===== config.mk =====
export PLATFORM = sky130hd
export DESIGN_NAME = axi2per_res_channel
export DESIGN_NICKNAME = d
export VERILOG_FILES = /design/src/rtl/axi2per_res_channel.sv
export SDC_FILE = /design/constraint.sdc
export NUM_CORES = 1
export LEC_CHECK = 0
export ABC_AREA = 0
export CORE_ASPECT_RATIO = 0.9
export CORE_MARGIN = 2
export CORE_UTILIZATION = 26
export DETAILED_ROUTE_END_ITERATION = 7
export SYNTH_ARGS = -nofsm -noshare
export SYNTH_HDL_FRONTEND = slang
export SYNTH_SLANG_ARGS = --single-unit

===== constraint.sdc =====
create_clock -name clk_i -period 2 [get_ports clk_i]
set_clock_uncertainty 0.2 [all_clocks]
set_input_delay 0.6 -clock clk_i [delete_from_list [all_inputs] [get_ports clk_i]]
set_output_delay 0.6 -clock clk_i [all_outputs]
set_load 0.03 [all_outputs]

===== src/rtl/axi2per_res_channel.sv =====
// Response stage of the AXI-to-peripheral bridge: tracks one outstanding peripheral
// transaction and turns its response into a registered AXI R beat or B response.
module axi2per_res_channel #(
  parameter int PER_ADDR_WIDTH = 32,
  parameter int PER_DATA_WIDTH = 32,
  parameter int AXI_DATA_WIDTH = 64,
  parameter int AXI_USER_WIDTH = 6,
  parameter int AXI_ID_WIDTH   = 4
) (
  input  logic                      clk_i,
  input  logic                      rst_ni,

  input  logic                      per_master_r_valid_i,
  input  logic                      per_master_r_opc_i,
  input  logic [PER_DATA_WIDTH-1:0] per_master_r_rdata_i,

  input  logic                      trans_req_i,
  input  logic                      trans_we_i,
  input  logic [AXI_ID_WIDTH-1:0]   trans_id_i,
  input  logic [PER_ADDR_WIDTH-1:0] trans_add_i,
  input  logic [AXI_USER_WIDTH-1:0] trans_user_i,
  input  logic                      trans_last_i,
  output logic                      trans_ready_o,

  output logic                      axi_slave_r_valid_o,
  output logic [AXI_DATA_WIDTH-1:0] axi_slave_r_data_o,
  output logic [1:0]                axi_slave_r_resp_o,
  output logic                      axi_slave_r_last_o,
  output logic [AXI_ID_WIDTH-1:0]   axi_slave_r_id_o,
  output logic [AXI_USER_WIDTH-1:0] axi_slave_r_user_o,
  input  logic                      axi_slave_r_ready_i,

  output logic                      axi_slave_b_valid_o,
  output logic [1:0]                axi_slave_b_resp_o,
  output logic [AXI_ID_WIDTH-1:0]   axi_slave_b_id_o,
  output logic [AXI_USER_WIDTH-1:0] axi_slave_b_user_o,
  input  logic                      axi_slave_b_ready_i
);

  typedef enum logic [1:0] {
    IDLE,
    WAIT_RESP,
    SEND_R,
    SEND_B
  } state_t;

  state_t r_state;
  state_t w_next_state;

  logic                      r_we;
  logic                      r_lane;
  logic                      r_last;
  logic [AXI_ID_WIDTH-1:0]   r_id;
  logic [AXI_USER_WIDTH-1:0] r_user;
  logic                      r_wr_err;

  logic                      r_rvalid;
  logic [AXI_DATA_WIDTH-1:0] r_rdata;
  logic [1:0]                r_rresp;
  logic                      r_rlast;
  logic [AXI_ID_WIDTH-1:0]   r_rid;
  logic [AXI_USER_WIDTH-1:0] r_ruser;

  logic                      r_bvalid;
  logic [1:0]                r_bresp;
  logic [AXI_ID_WIDTH-1:0]   r_bid;
  logic [AXI_USER_WIDTH-1:0] r_buser;

  logic w_accept;
  logic w_resp;
  logic w_r_hs;
  logic w_b_hs;
  logic w_unused_add;

  assign w_accept = (r_state == IDLE) && trans_req_i;
  assign w_resp   = (r_state == WAIT_RESP) && per_master_r_valid_i;
  assign w_r_hs   = (r_state == SEND_R) && axi_slave_r_ready_i;
  assign w_b_hs   = (r_state == SEND_B) && axi_slave_b_ready_i;

  // Only bit 2 of the address matters: it picks the 32-bit lane of the 64-bit beat.
  assign w_unused_add = ^{trans_add_i[PER_ADDR_WIDTH-1:3], trans_add_i[1:0]};

  always_ff @(posedge clk_i or negedge rst_ni) begin
    if (!rst_ni) r_state <= IDLE;
    else         r_state <= w_next_state;
  end

  always_comb begin
    w_next_state = r_state;
    case (r_state)
      IDLE:      if (trans_req_i) w_next_state = WAIT_RESP;
      WAIT_RESP: begin
        if (per_master_r_valid_i) begin
          if (!r_we)       w_next_state = SEND_R;
          else if (r_last) w_next_state = SEND_B;
          else             w_next_state = IDLE;
        end
      end
      SEND_R:    if (axi_slave_r_ready_i) w_next_state = IDLE;
      SEND_B:    if (axi_slave_b_ready_i) w_next_state = IDLE;
      default:   w_next_state = IDLE;
    endcase
  end

  always_ff @(posedge clk_i or negedge rst_ni) begin
    if (!rst_ni) begin
      r_we   <= 1'b0;
      r_lane <= 1'b0;
      r_last <= 1'b0;
      r_id   <= '0;
      r_user <= '0;
    end else if (w_accept) begin
      r_we   <= trans_we_i;
      r_lane <= trans_add_i[2];
      r_last <= trans_last_i;
      r_id   <= trans_id_i;
      r_user <= trans_user_i;
    end
  end

  always_ff @(posedge clk_i or negedge rst_ni) begin
    if (!rst_ni) begin
      r_rvalid <= 1'b0;
      r_rdata  <= '0;
      r_rresp  <= 2'b00;
      r_rlast  <= 1'b0;
      r_rid    <= '0;
      r_ruser  <= '0;
    end else if (w_resp && !r_we) begin
      r_rvalid <= 1'b1;
      r_rdata  <= r_lane ? {per_master_r_rdata_i, {PER_DATA_WIDTH{1'b0}}}
                         : {{PER_DATA_WIDTH{1'b0}}, per_master_r_rdata_i};
      r_rresp  <= per_master_r_opc_i ? 2'b10 : 2'b00;
      r_rlast  <= r_last;
      r_rid    <= r_id;
      r_ruser  <= r_user;
    end else if (w_r_hs) begin
      r_rvalid <= 1'b0;
    end
  end

  // Errors on non-last write beats accumulate so the single B of the burst reports them.
  always_ff @(posedge clk_i or negedge rst_ni) begin
    if (!rst_ni) begin
      r_bvalid <= 1'b0;
      r_bresp  <= 2'b00;
      r_bid    <= '0;
      r_buser  <= '0;
      r_wr_err <= 1'b0;
    end else if (w_resp && r_we) begin
      if (r_last) begin
        r_bvalid <= 1'b1;
        r_bresp  <= (per_master_r_opc_i || r_wr_err) ? 2'b10 : 2'b00;
        r_bid    <= r_id;
        r_buser  <= r_user;
      end else begin
        r_wr_err <= r_wr_err | per_master_r_opc_i;
      end
    end else if (w_b_hs) begin
      r_bvalid <= 1'b0;
      r_wr_err <= 1'b0;
    end
  end

  assign trans_ready_o       = (r_state == IDLE);
  assign axi_slave_r_valid_o = r_rvalid;
  assign axi_slave_r_data_o  = r_rdata;
  assign axi_slave_r_resp_o  = r_rresp;
  assign axi_slave_r_last_o  = r_rlast;
  assign axi_slave_r_id_o    = r_rid;
  assign axi_slave_r_user_o  = r_ruser;
  assign axi_slave_b_valid_o = r_bvalid;
  assign axi_slave_b_resp_o  = r_bresp;
  assign axi_slave_b_id_o    = r_bid;
  assign axi_slave_b_user_o  = r_buser;

  // Protocol violations are ignored by the logic above; these only flag them in simulation.
  a_resp_in_wait : assert property (@(posedge clk_i) disable iff (!rst_ni)
      per_master_r_valid_i |-> (r_state == WAIT_RESP))
    else $warning("peripheral response outside WAIT_RESP ignored");

  a_req_in_idle : assert property (@(posedge clk_i) disable iff (!rst_ni)
      trans_req_i |-> (r_state == IDLE))
    else $warning("transaction request outside IDLE ignored");

endmodule


==> metrics.txt <==
status=finished clean; Crit Path Category=flop to primary output; Placeable Area=0.0161 mm²; R2R cell count=5; Fin. Hold Viols=0; VDD IR max=between 0.5 and 0.6 mV; Routed WL=10,700 µm; leak pwr=3.01 nW; CTS Buffer Depth=2; Hold WS=0.0472 ns; clk_lat worst skew=0.34 ns; Comb power frac=between 40% and 50%; final instance area=0.00622 mm²; critical-path cell list=dlygate4sd2_1; Unique masters post-synth=25; Inserted Diodes=0; Overflow after GRT=0; first-pass GRT wire length=roughly 17,000 µm; commonest non-fill, non-tap cell in the layout=dfrtp_1; Switch Pwr=between 0.004 and 0.005 W; crit-path max cell delay=0.43 ns; Mapped Area=0.00427 mm²; Relative slew margins=34.0%; highest fanout seen on the critical path=2; CTS Buf Count=9; DRT iter0 DRCs=117; initial core utilization=a little over a quarter; htree depth=3; final period demand of the worst path=1.94 ns; Ys Warns=0; DRC Markers=0; Synth Register Bits=approximately 110; largest net degree at the start of global routing=69; Sw Ratio=41.7%; CTS tree=built; sequential area share after synthesis=61.5%; Final period util=96.9%; sequential power share=36.7%; PD cells=1660 mW/mm²; Clk network pwr share=16.9%; Hold Crit Class=input port to asynchronous set/reset pin; flop-to-flop setup slack=0.26 ns; RePlAce Congestion=0.685; element type at the critical path end=primary output; crit path max-delay cell type=dlygate4sd2_1; WL per Instance=around 14 µm; vias=around 3,200; Area Overhead vs Synth=45.6%; initial antenna violation count=0; dpl hpwl=~7500 µm; row count=44; Setup TNS Final=0 ns; r2r startpoint=r_state[0]; r2r endpoint=axi_slave_b_user_o[1]; layout cell share with drive strength beyond 1=~15%; Final Max Slew Viols=0; internal cell power=0.00602 W; io pins=between 150 and 200; CTS clock-pin slew for the worst setup and hold paths=~0.07 ns; Stages on worst setup path=1; synthesized instance count=386; most frequent cells in the layout=102 x dfrtp_1, 101 x nand2_1, 86 x dlygate4sd2_1; vias in the first global route=between 3,000 and 4,000; clk root buf=clkbuf_16; Final ANT Viol Nets=0; worst path required time=1.20 ns; Die Area=0.0175 mm²; startpoint class of the critical path=flop; number of iterations in the first detailed-routing pass=4; GRT Util Overall=12.7%; endpoints failing setup=0; Vias/cell=4.30; Peak Freq=between 0.5 and 0.6 GHz; die width=139 µm; Worst-Margin Slew=just under 1 ns; max-cap violations=0; buffers and inverters on the worst path=1; family with the most delay on the worst path=buffers and inverters; Die Span Y=~130 µm; cts hold-fix bufs=0; total number of clock tree sinks=about 110; synthesized area per cell=~11 µm²; Port Buf Inserts=141; area of placed instances=0.00599 mm²; fin nets=612; crit path DAT=1.14 ns
-- worst max path at each step --
stage / slack, ns / end / from
2_1_floorplan: 0.15 / r_id[0] / r_state[1]
3_3_place_gp: -0.32 / axi_slave_r_id_o[1] / per_master_r_valid_i
3_5_place_dp: -0.37 / axi_slave_b_user_o[1] / per_master_r_valid_i
4_1_cts: 0.02 / trans_ready_o / r_state[1]
5_1_grt: -0.008 / trans_ready_o / r_state[1]
6_report: 0.06 / axi_slave_r_data_o[34] / axi_slave_r_data_o[34]
-- registers in the layout, indices dropped and copies added, names as in the netlist, 2 cells and up --
name                count
axi_slave_r_data_o     64
axi_slave_b_user_o      6
axi_slave_r_user_o      6
r_user                  6
axi_slave_b_id_o        4
axi_slave_r_id_o        4
r_id                    4
r_state                 2
-- power by group through the flow --
stage / combinational, W / clock [W] / sequential [W]
finish: 0.00479 / 0.00175 / 0.00379
global route: 0.00515 / 0.00190 / 0.00396
CTS: 0.00479 / 0.00182 / 0.00384
detailed placement: 0.00531 / 0 / 0.00390
global placement: 0.00524 / 0 / 0.00383
floorplan: 0.00169 / 0 / 0.00513
-- what timing repair did --
action	in CTS	in global routing
endpoints found under the setup margin	88	12
buffers inserted	0	2
endpoints found under the hold margin	0	0
pin swaps	0	1
cloned	0	1
resized for setup	88	8
-- cell families after synthesis --
kind of cell | Yosys count | synth area share, %
multiplexers | 36 | 10.4
AO/OA/AOI/OAI | 71 | 8.64
flip-flops | 105 | 61.5
other | 1 | 0.0878
AND/OR/NAND/NOR | 143 | 15.4
buffers and inverters | 30 | 3.93
-- cells in the mapped netlist, drive strengths merged --
| cell type | instances | area, µm² |
|---|---|---|
| dfrtp | 105 | 2630 |
| nand2 | 102 | 383 |
| o21ai | 65 | 325 |
| mux2 | 35 | 435 |
| nand2b | 33 | 206 |
| buf | 14 | 108 |
| clkbuf | 14 | 52.6 |
| nor2 | 3 | 11.3 |
| a21oi | 2 | 10.0 |
| inv | 2 | 7.51 |
| a41oi | 1 | 8.76 |
| and2 | 1 | 7.51 |
| conb | 1 | 3.75 |
| mux2i | 1 | 10.0 |
| nand3 | 1 | 5.00 |
| nand4bb | 1 | 27.5 |
| nor2b | 1 | 6.26 |
| nor3 | 1 | 10.0 |
| o22a | 1 | 8.76 |
| o31ai | 1 | 7.51 |
| o32ai | 1 | 8.76 |
-- metal layers --
layer	global-route usage [%]	vias up	wire, µm
li1	-	1549	-
met1	14.8	1553	4590
met2	22.4	74	5470
met3	4.10	7	503
met4	3.74	0	135
met5	0	-	0
-- area by class of cell --
cell class / count / area, µm²
Clock buffer: 13 / 250
Clock inverter: 3 / 40.0
Fill cell: 1597 / 9910
Inverter: 2 / 7.51
Multi-Input combinational cell: 252 / 1490
Sequential cell: 105 / 2630
Tap cell: 207 / 259
Timing Repair Buffer: 159 / 1540
-- metrics by stage --
| step | utilization [%] | instances | setup WS, ns | power [W] |
|---|---|---|---|---|
| final | 38.6 | 741 | 0.0613 | 0.0103 |
| after CTS | 38.3 | 738 | 0.0159 | 0.0104 |
| after floorplan | - | 387 | 0.149 | 0.00682 |
| after global routing | 38.6 | 741 | -0.00818 | 0.0110 |
| after global placement | 37.1 | 722 | -0.323 | 0.00907 |
| after detailed placement | 37.1 | 722 | -0.374 | 0.00921 |
(Power assumes the default switching activity.)
